<file path="src/rtl/fw_done_mon.sv">
// Firmware completion monitor: watches per-channel port codes during RUN and reports
// pass/fail/timeout once every enabled channel has held a PASS or FAIL code long enough.
module fw_done_mon #(
  parameter int unsigned       NCH       = 2,
  parameter int unsigned       DW        = 8,
  parameter logic [DW-1:0]     PASS_CODE = 8'hEF,
  parameter logic [DW-1:0]     FAIL_CODE = 8'hEE,
  parameter int unsigned       STABLE    = 4,
  parameter int unsigned       TOW       = 24
) (
  input  logic                clkcpu,
  input  logic                rst,
  input  logic                start,
  input  logic [NCH*DW-1:0]   port_val,
  input  logic [NCH-1:0]      ch_en,
  input  logic [TOW-1:0]      timeout_lim,
  output logic                hold_fetch,
  output logic                busy,
  output logic                done,
  output logic                pass,
  output logic                fail,
  output logic                timeout,
  output logic [NCH-1:0]      ch_pass,
  output logic [NCH-1:0]      ch_fail,
  output logic [TOW-1:0]      elapsed
);

  localparam int unsigned    CW       = $clog2(STABLE + 1);
  localparam logic [CW-1:0]  STABLE_C = CW'(STABLE);

  typedef enum logic [1:0] {StIdle, StArm, StRun, StDone} state_e;

  state_e                  state_q;
  logic [NCH-1:0]          en_q;
  logic [TOW-1:0]          lim_q;
  logic [NCH-1:0][CW-1:0]  cnt_q, cnt_d;
  logic [NCH-1:0]          last_pass_q, last_pass_d;
  logic [NCH-1:0]          hit_pass, hit_fail;
  logic                    all_done, tmo_hit;
  logic [TOW-1:0]          elapsed_inc;

  // Per-channel run-length of a single code; switching between the two codes restarts at 1.
  always_comb begin
    cnt_d       = cnt_q;
    last_pass_d = last_pass_q;
    hit_pass    = '0;
    hit_fail    = '0;
    for (int i = 0; i < NCH; i++) begin
      if (port_val[i*DW +: DW] == PASS_CODE || port_val[i*DW +: DW] == FAIL_CODE) begin
        last_pass_d[i] = (port_val[i*DW +: DW] == PASS_CODE);
        if (cnt_q[i] != '0 && last_pass_q[i] == last_pass_d[i]) begin
          cnt_d[i] = (cnt_q[i] == STABLE_C) ? cnt_q[i] : cnt_q[i] + 1'b1;
        end else begin
          cnt_d[i] = CW'(1);
        end
      end else begin
        cnt_d[i] = '0;
      end
      if (en_q[i] && !ch_pass[i] && !ch_fail[i] && cnt_d[i] == STABLE_C) begin
        hit_pass[i] = last_pass_d[i];
        hit_fail[i] = !last_pass_d[i];
      end
    end
  end

  assign all_done    = &(ch_pass | ch_fail | ~en_q);
  assign tmo_hit     = (lim_q != '0) && (elapsed == lim_q);
  assign elapsed_inc = (&elapsed) ? elapsed : elapsed + 1'b1;

  always_ff @(posedge clkcpu) begin
    if (rst) begin
      state_q     <= StIdle;
      en_q        <= '0;
      lim_q       <= '0;
      cnt_q       <= '0;
      last_pass_q <= '0;
      hold_fetch  <= 1'b1;
      busy        <= 1'b0;
      done        <= 1'b0;
      pass        <= 1'b0;
      fail        <= 1'b0;
      timeout     <= 1'b0;
      ch_pass     <= '0;
      ch_fail     <= '0;
      elapsed     <= '0;
    end else begin
      unique case (state_q)
        StIdle, StDone: begin
          if (start) begin
            state_q    <= StArm;
            en_q       <= ch_en;
            lim_q      <= timeout_lim;
            hold_fetch <= 1'b0;
            busy       <= 1'b1;
            done       <= 1'b0;
            pass       <= 1'b0;
            fail       <= 1'b0;
            timeout    <= 1'b0;
            ch_pass    <= '0;
            ch_fail    <= '0;
            elapsed    <= '0;
          end
        end
        StArm: begin
          cnt_q       <= '0;
          last_pass_q <= '0;
          state_q     <= StRun;
        end
        StRun: begin
          elapsed     <= elapsed_inc;
          cnt_q       <= cnt_d;
          last_pass_q <= last_pass_d;
          ch_pass     <= ch_pass | hit_pass;
          ch_fail     <= ch_fail | hit_fail;
          // Completion wins over a timeout landing on the same cycle.
          if (all_done) begin
            state_q <= StDone;
            busy    <= 1'b0;
            done    <= 1'b1;
            fail    <= |ch_fail;
            pass    <= ~|ch_fail;
          end else if (tmo_hit) begin
            state_q <= StDone;
            busy    <= 1'b0;
            done    <= 1'b1;
            timeout <= 1'b1;
            fail    <= |(ch_fail | hit_fail);
            pass    <= 1'b0;
          end
        end
        default: state_q <= StIdle;
      endcase
    end
  end

endmodule
</file>
<file path="config.mk">
export PLATFORM = sky130hd
export DESIGN_NAME = fw_done_mon
export DESIGN_NICKNAME = d
export VERILOG_FILES = /design/src/rtl/fw_done_mon.sv
export SDC_FILE = /design/constraint.sdc
export NUM_CORES = 1
export LEC_CHECK = 0
export CAP_MARGIN = 0
export CORE_AREA = 10 10 96 90
export CTS_CLUSTER_DIAMETER = 80
export CTS_CLUSTER_SIZE = 24
export DETAILED_ROUTE_END_ITERATION = 8
export DIE_AREA = 0 0 106 100
export GPL_ROUTABILITY_DRIVEN = 0
export PLACE_DENSITY_LB_ADDON = 0.1
export SKIP_LAST_GASP = 1
export SYNTH_ARGS = -nofsm -noshare
export SYNTH_HDL_FRONTEND = slang
export SYNTH_SLANG_ARGS = --single-unit
</file>
<file path="constraint.sdc">
create_clock -name clkcpu -period 4.4 [get_ports clkcpu]
set_input_delay 0.88 -clock clkcpu [delete_from_list [all_inputs] [get_ports clkcpu]]
set_output_delay 0.88 -clock clkcpu [all_outputs]
set_load 0.01 [all_outputs]
</file>
==> results.cfg <==
[layout]
fin_util = 0.6806
mostFrequentLayoutCells = 78 x clkdlybuf4s50_1, 72 x nand2_1, 70 x dfxtp_1
final_cells = 610
num_antenna_cells = 0
fillers = 581
final_common_cell = clkdlybuf4s50_1
finalNetCount = 564
final_layout_size_suffix_gt1_frac = 0.05416
area_growth_pct = 28.99
finalInstanceArea_um2 = 4593

[critical_path]
worst_ep_arrival_time_ns = 3.41
timing.rr.end = elapsed[21]$_SDFFE_PP0P_
cp_cell_sequence = clkdlybuf4s50_1 -> and2_1 -> buf_4 -> or2_1 -> nand4_1 -> nor4_1 -> xnor2_1 -> nor2_1
cp.required_ns = 4.63
critPathLaunchType = input pin
crit_path_end_kind = flip-flop
cp-startpoint = start
cp_max_fo = 28
slowest_delay_ns = 0.59
reg2reg_setup_slack_ns = 1.25
rr_startpoint = state_q[0]$_SDFFE_PP0P_
reg2reg_depth = 9
cp_slowest_cell = clkdlybuf4s50_1
critPathKind = input pin to flip-flop

[clocking]
numCtsBuffers = 9
cts.reportedPaths.clkPinSlew_ns = 0.07
ctsResizeCount = 0
cts_sinks = 70
cts_buffer_depth = 2
htree_levels = 3
tritoncts = done
cts_setup_buffers = 0
cts_hold_buf = 0
root_buffer = clkbuf_8
insertion_delay_ns = 0.34

[place]
port_buffers = 78
dp.cells = 594
placed_cell_area_um2 = 4378
dp_hpwl_mm = 7.426
dp_slack_ns = 0.8965

[drt]
drt_first_pass_iters = 5
wire_per_inst_um = 15.63
ant_nets = 0
drt_wl_total_mm = 9.532
drt_iter0_drc = 180
vias = 3342
vias_per_cell = 5.479
route.detailed.drc = 0

[global_route]
antenna_found_initial = 0
gr-total-overflow = 0
grt_pass1_vias = 3194
grt_max_degree = 30
grt_pass1_wl_mm = 15.73
gr-usage-all-layers = 0.1795

[sta]
max_freq_ghz = 0.3145
setup_tns_ns = 0
worst_slack_ns = 1.221
finClkSkew_ns = 0.01033
fin_crit_ns = 3.179
grt_setup_unrepaired = false
finalSetupViolations = 0
worst_slew_pin_slew_ns = 0.9684
report.final.slew_viol_count = 0
period_share = 0.7226
hold_violations = 0
relSlewSlack = 0.3485
holdWs_ns = 0.4543

[outcome]
outcome = finished clean

[yosys]
synth_area_leaders = dfxtp_1 39%, nand2_1 7.6%, a21oi_1 7.2%
synth_edf_count = 0
netlist_area_um2 = 3561
ys_ff_latch = 70
ys_seq_area_frac = 0.3935
syn_avg_cell_area_um2 = 8.093
syn_nets = 492
async_flop_share = 0
ys.flop_type = dfxtp_1
yosysTopAreaCellShare = 0.3935
yosys.area.top_type = dfxtp_1
synth_cells = 440
yosys_warnings = 0
synthDistinctLibCells = 54

[die]
coreArea_um2 = 6749
num_rows = 29
initial_core_util = 0.5276
die_h_um = 100
io_pins = 79
die_w_um = 106
die_area_um2 = 10600

[flow_run]
cap_violations = 0

[power_and_ir_drop]
leakagePower_nw = 1.726
switchingPower_uw = 653.2
clkPwrFrac = 0.294
seqPwrFrac = 0.406
swShare = 0.3399
internal_power_mw = 1.269
power.total_mw = 1.922
comb_power_share = 0.299
worst_ir_drop_vdd_mv = 0.3046
power_density_nw_per_um2 = 418.5

[min_path]
min_to = hold_fetch$_SDFFE_PP1P_
worstHoldPathCells = 2
hold_path.startpoint = hold_fetch$_SDFFE_PP1P_
min_path_type = flip-flop to flip-flop
[layer usage]
layer / GRT usage / up-vias / part of all wire
met5: 0 / - / 0
met4: 0.05411 / 0 / 0.012
met3: 0.05125 / 9 / 0.066
met2: 0.2809 / 92 / 0.45
met1: 0.2346 / 1569 / 0.47
li1: - / 1672 / -
[cell usage after synthesis, types with 2 or more instances]
cell type,instances
or3_1,6
nor4_1,18
nor2b_1,5
nor4b_1,2
and4_1,2
nor2_1,40
buf_4,2
a211oi_1,3
nand4_1,9
o31ai_1,2
xor2_1,26
and3_1,2
nand2_1,72
xnor2_1,18
buf_6,3
nor3b_1,5
o21ai_0,10
ha_1,7
and2_1,2
a21oi_1,51
mux2_2,2
buf_1,2
nand3_1,10
dfxtp_1,70
nor3_1,12
clkbuf_1,13
nand4b_1,2
nand2b_1,4
inv_1,14
a22oi_1,2
[final cells by class]
cell class	instances	area, um2	area share
Multi-Input combinational cell	335	1997	0.4348
Sequential cell	70	1401	0.3051
Timing Repair Buffer	82	810.8	0.1765
Clock buffer	12	145.1	0.03160
Tap cell	93	116.4	0.02533
Clock inverter	4	70.07	0.01525
Inverter	14	52.55	0.01144
[worst max path at each step]
stage / end / slack (ns) / cells after the start
6_report: elapsed[21]$_SDFFE_PP0P_ / 1.22 / 8
5_1_grt: elapsed[21]$_SDFFE_PP0P_ / 1.01 / 9
2_1_floorplan: elapsed[18]$_SDFFE_PP0P_ / 2.00 / 9
4_1_cts: elapsed[21]$_SDFFE_PP0P_ / 1.26 / 8
3_5_place_dp: elapsed[21]$_SDFFE_PP0P_ / 0.90 / 8
3_3_place_gp: elapsed[11]$_SDFFE_PP0P_ / 1.02 / 8
[worst max-delay path, delay by kind of cell]
family | cells | cell delay (ns)
xor+xnor | 1 | 0.18
simple gates | 5 | 1.47
buf+inv | 2 | 0.86
[power groups by stage]
stage / Sequential (mW) / Combinational, mW / Clock [mW]
5_1_grt: 0.790 / 0.649 / 0.601
2_1_floorplan: 0.778 / 0.431 / 0
3_5_place_dp: 0.795 / 0.571 / 0
6_report: 0.781 / 0.575 / 0.565
3_3_place_gp: 0.792 / 0.562 / 0
4_1_cts: 0.781 / 0.574 / 0.573
[kinds of logic (layout without fill, tap and decap cells)]
family	count (synthesis)	after routing	synth area share
and+or+nand+nor	201	201	0.2892
AOI/OAI and AO/OA	80	80	0.1297
DFF	70	70	0.3935
xor gates and xnor gates	44	44	0.1082
buffers and inverters	35	112	0.04568
adders and majority gates	7	7	0.02459
muxes	3	3	0.009135
[sequential cells by signal (all words and copies together) (netlist names)]
register     cells
elapsed         24
lim_q           24
cnt_q            6
ch_fail          2
ch_pass          2
en_q             2
last_pass_q      2
state_q          2
busy             1
done             1
fail             1
hold_fetch       1
pass             1
timeout          1
Power figures use the tool's default switching activity.
